--- config.mk ---
export PLATFORM = sky130hd
export DESIGN_NAME = hit_generator_flat
export DESIGN_NICKNAME = d
export VERILOG_FILES = /design/src/rtl/cvd_pkg.sv /design/src/rtl/hit_generator_if.sv /design/src/rtl/hit_channel.sv /design/src/rtl/hit_generator.sv /design/src/flat_wrapper.sv
export SDC_FILE = /design/constraint.sdc
export NUM_CORES = 1
export LEC_CHECK = 0
export CORE_ASPECT_RATIO = 1.4
export CORE_UTILIZATION = 36
export CTS_CLUSTER_SIZE = 25
export DETAILED_ROUTE_END_ITERATION = 7
export GPL_ROUTABILITY_DRIVEN = 0
export GPL_TIMING_DRIVEN = 0
export PLACE_DENSITY_LB_ADDON = 0.1
export SYNTH_ARGS = -nofsm -noshare
export SYNTH_HDL_FRONTEND = slang
export SYNTH_HIERARCHICAL = 1
export SYNTH_SLANG_ARGS = --single-unit
export TNS_END_PERCENT = 20
--- constraint.sdc ---
create_clock -name clk -period 2.2 [get_ports clk]
set_clock_uncertainty 0.05 [all_clocks]
set_input_delay 0.44 -clock clk [delete_from_list [all_inputs] [get_ports clk]]
set_output_delay 0.44 -clock clk [all_outputs]
set_load 0.03 [all_outputs]
--- src/rtl/cvd_pkg.sv ---
`default_nettype none
// ============================================================================
// cvd_pkg : shared coordinate type, hit FSM states and sprite/projectile sizes
// Revision: 1.0
// ============================================================================
package cvd_pkg;

   typedef logic [10:0] coord_t;

   typedef enum logic [1:0] {
      READY    = 2'd0,
      HIT      = 2'd1,
      COOLDOWN = 2'd2
   } hit_state_t;

   localparam int CVD_SPRITE_W = 64;
   localparam int CVD_SPRITE_H = 64;
   localparam int CVD_PROJ_W   = 16;
   localparam int CVD_PROJ_H   = 16;

   // A zero-frame window still needs a 1-bit counter
   function automatic int cnt_width(input int frames);
      return (frames > 0) ? $clog2(frames + 1) : 1;
   endfunction

endpackage
`default_nettype wire

--- src/rtl/hit_generator_if.sv ---
`default_nettype none
// ============================================================================
// hit_generator_if : positions/frame timing in, damage and clear pulses out
// Revision: 1.0
// ============================================================================
interface hit_generator_if;
   import cvd_pkg::*;

   logic   frame_tick;
   logic   game_active;
   coord_t cat_x, cat_y;
   coord_t dog_x, dog_y;
   logic   proj_cat_vld;
   coord_t proj_cat_x, proj_cat_y;
   logic   proj_dog_vld;
   coord_t proj_dog_x, proj_dog_y;
   logic   hit_cat, hit_dog;
   logic   proj_cat_clr, proj_dog_clr;
   logic   invuln_cat, invuln_dog;

   modport master (
      output frame_tick, game_active, cat_x, cat_y, dog_x, dog_y,
             proj_cat_vld, proj_cat_x, proj_cat_y,
             proj_dog_vld, proj_dog_x, proj_dog_y,
      input  hit_cat, hit_dog, proj_cat_clr, proj_dog_clr, invuln_cat, invuln_dog
   );

   modport slave (
      input  frame_tick, game_active, cat_x, cat_y, dog_x, dog_y,
             proj_cat_vld, proj_cat_x, proj_cat_y,
             proj_dog_vld, proj_dog_x, proj_dog_y,
      output hit_cat, hit_dog, proj_cat_clr, proj_dog_clr, invuln_cat, invuln_dog
   );

endinterface
`default_nettype wire

--- src/rtl/hit_channel.sv ---
`default_nettype none
// ============================================================================
// hit_channel : one victim's AABB test, READY/HIT/COOLDOWN FSM and cooldown
// Revision: 1.0
// ============================================================================
module hit_channel
   import cvd_pkg::*;
#(
   parameter int SPRITE_W      = CVD_SPRITE_W,
   parameter int SPRITE_H      = CVD_SPRITE_H,
   parameter int PROJ_W        = CVD_PROJ_W,
   parameter int PROJ_H        = CVD_PROJ_H,
   parameter int INVULN_FRAMES = 30
) (
   input  logic   clk,
   input  logic   rst_n,
   input  logic   frame_tick_i,
   input  logic   game_active_i,
   input  coord_t vic_x_i,
   input  coord_t vic_y_i,
   input  logic   proj_vld_i,
   input  coord_t proj_x_i,
   input  coord_t proj_y_i,
   output logic   hit_o,
   output logic   clr_o,
   output logic   invuln_o
);

   localparam int         CW          = cnt_width(INVULN_FRAMES);
   localparam logic [1:0] ST_READY    = READY;
   localparam logic [1:0] ST_HIT      = HIT;
   localparam logic [1:0] ST_COOLDOWN = COOLDOWN;

   logic [1:0]    state_q, state_d;
   logic [CW-1:0] cnt_q, cnt_d;
   logic          hit_q, invuln_q;

   logic [11:0] w_px, w_py, w_sx, w_sy;
   logic        w_overlap;

   // Zero-extend before adding so boxes near the right/bottom edge never wrap
   assign w_px = {1'b0, proj_x_i};
   assign w_py = {1'b0, proj_y_i};
   assign w_sx = {1'b0, vic_x_i};
   assign w_sy = {1'b0, vic_y_i};

   assign w_overlap = (w_px < w_sx + 12'(SPRITE_W)) && (w_px + 12'(PROJ_W) > w_sx) &&
                      (w_py < w_sy + 12'(SPRITE_H)) && (w_py + 12'(PROJ_H) > w_sy);

   always_comb begin
      state_d = state_q;
      cnt_d   = cnt_q;
      if (!game_active_i) begin
         state_d = ST_READY;
         cnt_d   = '0;
      end else begin
         case (state_q)
            ST_READY: begin
               if (frame_tick_i && proj_vld_i && w_overlap)
                  state_d = ST_HIT;
            end
            ST_HIT: begin
               cnt_d   = CW'(INVULN_FRAMES);
               state_d = (INVULN_FRAMES == 0) ? ST_READY : ST_COOLDOWN;
            end
            ST_COOLDOWN: begin
               // The expiring tick is consumed here, so it can never also hit
               if (frame_tick_i) begin
                  cnt_d = cnt_q - CW'(1);
                  if (cnt_q <= CW'(1))
                     state_d = ST_READY;
               end
            end
            default: begin
               state_d = ST_READY;
               cnt_d   = '0;
            end
         endcase
      end
   end

   always_ff @(posedge clk or negedge rst_n) begin
      if (!rst_n) begin
         state_q  <= ST_READY;
         cnt_q    <= '0;
         hit_q    <= 1'b0;
         invuln_q <= 1'b0;
      end else begin
         state_q  <= state_d;
         cnt_q    <= cnt_d;
         hit_q    <= (state_d == ST_HIT);
         invuln_q <= (state_d == ST_COOLDOWN);
      end
   end

   assign hit_o    = hit_q;
   assign clr_o    = hit_q;
   assign invuln_o = invuln_q;

endmodule
`default_nettype wire

--- src/rtl/hit_generator.sv ---
`default_nettype none
// ============================================================================
// hit_generator : per-frame projectile-vs-character hit detection, two channels
// Revision: 1.0
// ============================================================================
module hit_generator
   import cvd_pkg::*;
#(
   parameter int SPRITE_W      = CVD_SPRITE_W,
   parameter int SPRITE_H      = CVD_SPRITE_H,
   parameter int PROJ_W        = CVD_PROJ_W,
   parameter int PROJ_H        = CVD_PROJ_H,
   parameter int INVULN_FRAMES = 30
) (
   input  logic          clk,
   input  logic          rst_n,
   hit_generator_if.slave bus
);

   // Cat is struck by the dog's projectile
   hit_channel #(
      .SPRITE_W(SPRITE_W), .SPRITE_H(SPRITE_H),
      .PROJ_W(PROJ_W), .PROJ_H(PROJ_H), .INVULN_FRAMES(INVULN_FRAMES)
   ) u_cat_ch (
      .clk          (clk),
      .rst_n        (rst_n),
      .frame_tick_i (bus.frame_tick),
      .game_active_i(bus.game_active),
      .vic_x_i      (bus.cat_x),
      .vic_y_i      (bus.cat_y),
      .proj_vld_i   (bus.proj_dog_vld),
      .proj_x_i     (bus.proj_dog_x),
      .proj_y_i     (bus.proj_dog_y),
      .hit_o        (bus.hit_cat),
      .clr_o        (bus.proj_dog_clr),
      .invuln_o     (bus.invuln_cat)
   );

   hit_channel #(
      .SPRITE_W(SPRITE_W), .SPRITE_H(SPRITE_H),
      .PROJ_W(PROJ_W), .PROJ_H(PROJ_H), .INVULN_FRAMES(INVULN_FRAMES)
   ) u_dog_ch (
      .clk          (clk),
      .rst_n        (rst_n),
      .frame_tick_i (bus.frame_tick),
      .game_active_i(bus.game_active),
      .vic_x_i      (bus.dog_x),
      .vic_y_i      (bus.dog_y),
      .proj_vld_i   (bus.proj_cat_vld),
      .proj_x_i     (bus.proj_cat_x),
      .proj_y_i     (bus.proj_cat_y),
      .hit_o        (bus.hit_dog),
      .clr_o        (bus.proj_cat_clr),
      .invuln_o     (bus.invuln_dog)
   );

endmodule
`default_nettype wire

--- src/flat_wrapper.sv ---
// flat-port wrapper written by rule: the top's interface ports become plain ports
module hit_generator_flat import cvd_pkg::*;
#(
   parameter int SPRITE_W      = CVD_SPRITE_W,
   parameter int SPRITE_H      = CVD_SPRITE_H,
   parameter int PROJ_W        = CVD_PROJ_W,
   parameter int PROJ_H        = CVD_PROJ_H,
   parameter int INVULN_FRAMES = 30
)
  (clk, rst_n, bus_frame_tick, bus_game_active, bus_cat_x, bus_cat_y, bus_dog_x, bus_dog_y, bus_proj_cat_vld, bus_proj_cat_x, bus_proj_cat_y, bus_proj_dog_vld, bus_proj_dog_x, bus_proj_dog_y, bus_hit_cat, bus_hit_dog, bus_proj_cat_clr, bus_proj_dog_clr, bus_invuln_cat, bus_invuln_dog);
  hit_generator_if bus_i ();
  input  logic clk;
  input  logic rst_n;
  input wire logic [$bits(bus_i.frame_tick)-1:0] bus_frame_tick;
  input wire logic [$bits(bus_i.game_active)-1:0] bus_game_active;
  input wire logic [$bits(bus_i.cat_x)-1:0] bus_cat_x;
  input wire logic [$bits(bus_i.cat_y)-1:0] bus_cat_y;
  input wire logic [$bits(bus_i.dog_x)-1:0] bus_dog_x;
  input wire logic [$bits(bus_i.dog_y)-1:0] bus_dog_y;
  input wire logic [$bits(bus_i.proj_cat_vld)-1:0] bus_proj_cat_vld;
  input wire logic [$bits(bus_i.proj_cat_x)-1:0] bus_proj_cat_x;
  input wire logic [$bits(bus_i.proj_cat_y)-1:0] bus_proj_cat_y;
  input wire logic [$bits(bus_i.proj_dog_vld)-1:0] bus_proj_dog_vld;
  input wire logic [$bits(bus_i.proj_dog_x)-1:0] bus_proj_dog_x;
  input wire logic [$bits(bus_i.proj_dog_y)-1:0] bus_proj_dog_y;
  output wire logic [$bits(bus_i.hit_cat)-1:0] bus_hit_cat;
  output wire logic [$bits(bus_i.hit_dog)-1:0] bus_hit_dog;
  output wire logic [$bits(bus_i.proj_cat_clr)-1:0] bus_proj_cat_clr;
  output wire logic [$bits(bus_i.proj_dog_clr)-1:0] bus_proj_dog_clr;
  output wire logic [$bits(bus_i.invuln_cat)-1:0] bus_invuln_cat;
  output wire logic [$bits(bus_i.invuln_dog)-1:0] bus_invuln_dog;
  assign bus_i.frame_tick = bus_frame_tick;
  assign bus_i.game_active = bus_game_active;
  assign bus_i.cat_x = bus_cat_x;
  assign bus_i.cat_y = bus_cat_y;
  assign bus_i.dog_x = bus_dog_x;
  assign bus_i.dog_y = bus_dog_y;
  assign bus_i.proj_cat_vld = bus_proj_cat_vld;
  assign bus_i.proj_cat_x = bus_proj_cat_x;
  assign bus_i.proj_cat_y = bus_proj_cat_y;
  assign bus_i.proj_dog_vld = bus_proj_dog_vld;
  assign bus_i.proj_dog_x = bus_proj_dog_x;
  assign bus_i.proj_dog_y = bus_proj_dog_y;
  assign bus_hit_cat = bus_i.hit_cat;
  assign bus_hit_dog = bus_i.hit_dog;
  assign bus_proj_cat_clr = bus_i.proj_cat_clr;
  assign bus_proj_dog_clr = bus_i.proj_dog_clr;
  assign bus_invuln_cat = bus_i.invuln_cat;
  assign bus_invuln_dog = bus_i.invuln_dog;
  hit_generator #(.SPRITE_W(SPRITE_W), .SPRITE_H(SPRITE_H), .PROJ_W(PROJ_W), .PROJ_H(PROJ_H), .INVULN_FRAMES(INVULN_FRAMES)) u_core (.clk(clk), .rst_n(rst_n), .bus(bus_i));
endmodule
==> flow_summary.toml <==
[die]
core_area_um2 = 9564
die_area_um2 = 10400
start_util_pct = 37.60
die_x_um = 86.47
pin_count = 100
row_count = 42
die_h_um = 120.3

[layout]
syn2layout_area_growth_pct = 42.41
nets = 767
final_core_util_pct = 53.55
fin_area_um2 = 5121
diodes = 0
layout-drive-gt1-share_pct = 18.10

[status]
violations = "setup timing"
outcome = "finished, violations left"

[setup_path]
rr_endpoint = "u_core/u_dog_ch/invuln_o"
rr_worst_depth = 8
rrSetupSlack_ns = 0.27
cp-startpoint = "bus_proj_dog_x[5]"
cp-start-kind = "input pin"
worstPathRequired_ns = 2.29
crit_end = "u_core/u_cat_ch/invuln_o"
critPathMaxFanout = 5
criticalPathCategory = "in -> reg"
r2r_start = "u_core/u_dog_ch/state_q[0]"
cp.arrival_ns = 2.52
cp-end-kind = "register"

[sta]
grt_setup_unrepaired = "true"
relSlewSlack_pct = 45.94
finalHoldViolCount = 0
totalNegativeSetupSlack_ns = -1.160
postLayoutSetupSlackWorst_ns = -0.2328
maxSlewViolCount = 0
holdWs_ns = 0.4658
worstMarginPinSlew_ns = 0.8083
period_share_pct = 110.6
finalSetupViolCount = 8
fin_crit_ns = 2.433
max_freq_mhz = 411.1

[job]
cap_violations = 0

[pwr]
peakVddDrop_mv = 0.2207
swShare_pct = 33.72
p_comb_share_pct = 52.0
power_density_nw_per_um2 = 301.6
pwr-share-seq_pct = 21.9
p_int_uw = 1024
switchingPower_uw = 521.0
leakage_uw = 0.002416
p_clk_share_pct = 26.1

[yosys]
synth_async_sr_flop_share_pct = 100.0
ys_ff_latch = 18
synth_area_per_cell_um2 = 7.869
synth.cell_area_um2 = 3596
synth-edff-count = 0
synth_top_family_by_area = "adder cells"
syn_nets = 643
ys_types = 52
synth-main-ff-cell = "dfrtp_1"
synth-seq-area-share_pct = 12.53
synth_top_area_share_pct = 32.01
synth_xor_area_share_pct = 7.794
ys_warn_count = 6
synthSimpleGateAreaFrac_pct = 20.04
syn-instance-count = 457
synth_compound_area_share_pct = 19.28
synth_area_leaders = "ha_1 (32%), dfrtp_1 (13%), inv_1 (7.0%)"
synth_fa_ha_area_share_pct = 32.01
synthMuxAreaShare_pct = 0
yosys.area.top_type = "ha_1"

[grt]
grt_pass1_vias = 3772
grtUsageTotal_pct = 18.08
grt_max_degree = 19
antenna_found_initial = 0
grt_pass1_wl_um = 15430
globalRouteOverflowTotal = 0

[placement]
dp_hpwl_um = 7725
port_buffers = 99
pre_cts_slack_ns = -1.246
place_area_um2 = 4781

[clock_network]
cts-root-buf = "clkbuf_16"
cts_max_path_buffers = 2
cts_buffers = 3
cts_tree = "yes"
clock_sinks = 18
h-tree-depth = 1
clkSlewWorstSetupHoldPaths_ns = 0.05
cts_hold_buf = 0
clock_latency_ns = 0.25

[detailed_routing]
detail_route.wl_per_cell_um = 12.89
wl_um = 9179
routed_via_density = 5.188
first_iter_violations = 90
drtPass1Iterations = 4
drc = 0
routed-via-count = 3694
ant_nets = 0

[worst_hold_path]
hold_path_class = "reg -> reg"
[final cells by class]
class	count	area (um2)
inverter	74	294.0
fill	962	4443
sequential	18	450.4
tap	132	165.2
timing repair buffer	119	1051
buffer	4	22.52
clock buffer	4	88.84
multi-input combinational	361	3049
[power by group through the flow]
| stage | clock network [uW] | registers (uW) | logic [uW] |
|---|---|---|---|
| floorplan | 0 | 348 | 412 |
| global placement | 0 | 344 | 721 |
| detailed placement | 0 | 345 | 739 |
| CTS | 412 | 339 | 801 |
| global route | 427 | 339 | 907 |
| finish | 403 | 339 | 803 |
[cell usage in the layout (no fill, tap or decap), drive strengths merged, types with 3 or more instances in the layout]
cell and count:
o211ai 5, clkdlybuf4s15 7, a21o 14, clkdlybuf4s50 53, or3 3, inv 72
and3 5, xnor2 25, o22ai 4, nand4b 3, ha 92, nor2b 6
nor2 10, a31oi 7, nor4 3, o21a 4, nand3 31, a211oi 5
nand4 17, xor2 7, o21ai 21, a21oi 40, and4 4, buf 45
clkbuf 8, dlygate4sd2 14, nor3 10, nand2b 3, dfrtp 18, nand2 25
[how the worst min path moves through the flow]
| stage | from | to | slack, ns | cells past startpoint |
|---|---|---|---|---|
| global placement | u_core/u_cat_ch/cnt_q[3] | u_core/u_cat_ch/cnt_q[3] | 0.44 | 2 |
| CTS | u_core/u_dog_ch/cnt_q[3] | u_core/u_dog_ch/cnt_q[3] | 0.47 | 2 |
| finish | u_core/u_dog_ch/cnt_q[3] | u_core/u_dog_ch/cnt_q[3] | 0.47 | 2 |
| global route | u_core/u_cat_ch/cnt_q[3] | u_core/u_cat_ch/cnt_q[3] | 0.51 | 2 |
| floorplan | rst_n | u_core/u_cat_ch/clr_o | 0.09 | 0 |
| detailed placement | u_core/u_dog_ch/cnt_q[3] | u_core/u_dog_ch/cnt_q[3] | 0.46 | 2 |
[repair_timing]
item | in CTS | in global routing
pin swaps | 51 | 3
setup endpoints to repair | 8 | 8
hold endpoints to repair | 0 | 0
setup buffers | 20 | 0
gates resized for setup | 183 | 8
[stage by stage]
| step | power [uW] | cells |
|---|---|---|
| floorplan | 759.7 | 457 |
| global placement | 1065 | 688 |
| detailed placement | 1084 | 688 |
| CTS | 1551 | 712 |
| global route | 1673 | 712 |
| finish | 1545 | 712 |
[Yosys cell counts (all sizes together) (2+ instances only)]
cell	count
a211oi	5
a21o	14
a21oi	40
a311oi	2
a31oi	7
and3	5
and4	4
buf	2
clkbuf	2
clkinv	2
dfrtp	18
ha	92
inv	72
nand2	25
nand2b	3
nand3	31
nand3b	2
nand4	17
nand4b	3
nor2	10
nor2b	6
nor3	10
nor4	3
o211ai	5
o21a	4
o21ai	21
o22ai	4
or3	3
xnor2	25
xor2	7
[logic make-up (layout without fill, tap and decap cells)]
family          count (synthesis)  count (layout)
simple gates                  126             126
compound gates                111             111
fa+ha+maj                      92              92
buf+inv                        78             201
xor+xnor                       32              32
flops                          18              18
[critical path, stage by stage]
cell	delay (ns)
buf_2	0.16
ha_4	0.17
nand4_1	0.11
xnor2_1	0.15
ha_1	0.31
nand3_2	0.11
nor3_2	0.06
a311oi_1	0.29
nand4b_1	0.17
or3_4	0.40
and4_1	0.16
[registers in the layout, indices dropped and copies added, names as in the netlist]
| name | count |
|---|---|
| u_core/u_cat_ch/state_q | 2 |
| u_core/u_cat_ch/invuln_o | 1 |
| u_core/u_cat_ch/cnt_q | 5 |
| u_core/u_dog_ch/clr_o | 1 |
| u_core/u_dog_ch/cnt_q | 5 |
| u_core/u_cat_ch/clr_o | 1 |
| u_core/u_dog_ch/invuln_o | 1 |
| u_core/u_dog_ch/state_q | 2 |
[routing by layer]
metal	GRT usage, %	part of all wire [%]	up-vias
met5	0	0	-
met4	5.313	1.6	0
li1	-	-	1892
met1	17.81	39	1678
met3	2.048	5.0	14
met2	37.80	55	110
(Power assumes the default switching activity.)
==> edit: new RTL, same flow settings <==
Make the reset (`rst_n`) synchronous in one clocked block.
--- a/src/rtl/hit_channel.sv
+++ b/src/rtl/hit_channel.sv
@@ -80,5 +80,5 @@
    end
 
-   always_ff @(posedge clk or negedge rst_n) begin
+   always_ff @(posedge clk) begin
       if (!rst_n) begin
          state_q  <= ST_READY;
Check against the original RTL: differs if rst_n is asserted again (counterexample within 4 cycles, from zero or initial values and one cycle with rst_n low); with rst_n held inactive, the same outputs for 10 cycles.
==> edit against the unedited design <==
The flow still finishes with violations (negative setup slack). Sequential cell count stayed put. Worst hold slack lost 0.026 ns. Design area grew 2.1%. Wire length up 4.0%. Maximum frequency down 4.5%. Cell count rose by 0.56%. Largest cell class unchanged. Largest power group unchanged. Synthesized area shrank 1.6%. Highest routed layer unchanged. Setup slack got worse by 0.11 ns. Power decreased by 2.6%.
==> edit: results (changes against the unedited design) <==
| Metric | Value |
|---|---|
| H-tree depth | `1 (unchanged)` |
| Slowest cell on crit path | `and4bb_4` |
| Most common flop cell mapped by yosys | `dfxtp_1` |
| Setup TNS | `-2.06 ns (-0.896 ns)` |
| Vias in the first global route | `3764 (-0.21%)` |
| Total GRT Usage | `18.4% (+0.32 points)` |
| Worst Tran Pin Value | `0.401 ns (-0.407 ns)` |
| Crit path arrival time | `2.64 ns (+0.12 ns)` |
| Layout Nets | `771 (+0.52%)` |
| Syn Nets | `654 (+1.7%)` |
| Switching share of power | `32.9% (-0.87 points)` |
| Peak VDD IR | `0.000258 V (+17%)` |
| Largest net degree at the start of global routing | `11 (-8)` |
| LEAKAGE | `2.39 nW (-1.2%)` |
| Synth cell types | `48 (-7.7%)` |
| Sequential-to-total area share from yosys stat | `10.2% (-2.3 points)` |
| WL/cell | `13.3 um (+3.5%)` |
| Synth top area cells | `ha_1 33%, dfxtp_1 10%, inv_1 7.5%` |
| Detailed Route Iter0 Violations | `118 (+31%)` |
| Post-synth top cells | `92 x ha_1, 71 x inv_1, 42 x a21oi_1, 34 x nand2_1, 29 x nand3_1` |
| Setup violations, final | `8 (unchanged)` |
| Multi-input gate area | `3290 um2 (+8.0%)` |
| Worst setup margin | `-0.347 ns (-0.115 ns)` |
| DP Area | `4770 um2 (-0.18%)` |
| Fillers | `883 (-8.2%)` |
| Share of layout cells above drive strength 1 | `18.2% (+0.047 points)` |
| Failing checks | `negative setup slack` |
| Crit-path max FO | `4 (-1)` |
| Outcome | `finished, violations left` |
| First-pass GRT wire length | `15600 um (+1.1%)` |
| Vias | `3652 (-1.1%)` |
| Dpl hpwl | `7730 um (+0.12%)` |
| Async set or reset register ratio after synthesis | `0% (-100 points)` |
| Antenna cells | `0 (unchanged)` |
## edit: cell count changes after synthesis, moves of 4 or more
cell and delta:
inv_2 -5, o21a_1 -4, dfxtp_1 +18, a31oi_1 -4
dfrtp_1 -18, inv_1 +4, o21ai_0 -6, nand2_1 +9
nor2_1 +17, nor3_1 -4, o22ai_1 -4, and3_1 +12
## edit: kinds of logic (layout without fill, tap and decap cells)
kind of cell / Yosys count / after routing / share of synthesized area [%]
AND/OR/NAND/NOR: 152 / 152 / 22.9
buffers and inverters: 74 / 190 / 8.06
XOR/XNOR: 36 / 36 / 8.91
adder cells (fa/ha/maj): 92 / 92 / 32.5
flip-flops: 18 / 18 / 10.2
AO/OA/AOI/OAI: 96 / 96 / 17.4
## edit: critical path: cells and delay by family
family / cells / cell delay (ns)
AOI/OAI and AO/OA: 3 / 0.73
xor gates and xnor gates: 1 / 0.13
adders and majority gates: 1 / 0.23
buffers and inverters: 2 / 0.22
and+or+nand+nor: 6 / 0.89
## edit: path summary, 6_finish.rpt
path                                   start                  endpoint  slack [ns]  cells past startpoint
hold / removal      u_core/u_dog_ch/cnt_q[1]  u_core/u_dog_ch/cnt_q[1]        0.44                      2
hold reg to reg     u_core/u_dog_ch/cnt_q[1]  u_core/u_dog_ch/cnt_q[1]        0.44                      2
setup / recovery           bus_proj_dog_x[5]     u_core/u_cat_ch/clr_o       -0.35                     13
setup reg to reg  u_core/u_cat_ch/state_q[1]     u_core/u_cat_ch/clr_o        0.32                      7
## edit: layer usage
metal	part of all wire (%)	wire, um	track usage (%)	vias to the layer above
met2	56	5310	38.2	81
met1	40	3780	18.7	1660
met4	1.8	170	5.63	0
li1	-	-	-	1899
met3	3.0	289	1.39	12
met5	0	0	0	-
## edit: power groups by stage
stage	clock network [mW]	registers [mW]	logic, mW
after floorplan	0	0.336	0.378
after global placement	0	0.335	0.674
after CTS	0.410	0.328	0.757
final	0.400	0.328	0.777
after global routing	0.436	0.328	0.867
after detailed placement	0	0.335	0.690
## edit: layout make-up
cell class | instances | share of cell area, %
Timing Repair Buffer | 112 | 19.8
Sequential cell | 18 | 6.89
Inverter | 71 | 5.10
Multi-Input combinational cell | 376 | 63.0
Clock buffer | 4 | 1.70
Tap cell | 132 | 3.16
Buffer | 3 | 0.359
## edit: through the flow
step                setup WS, ns  std cells
detailed placement         -1.18        699
CTS                       -0.365        715
global placement           -1.19        699
finish                    -0.347        716
global route              -0.457        716
floorplan                 -0.273        468
## edit: repair_timing
action	4_1_cts	5_1_grt
pin swaps	45	12
hold endpoints to repair	0	0
cloned	0	0
gates resized for setup	172	20
buffers inserted	12	1
hold buffers	0	0
setup endpoints to repair	8	8
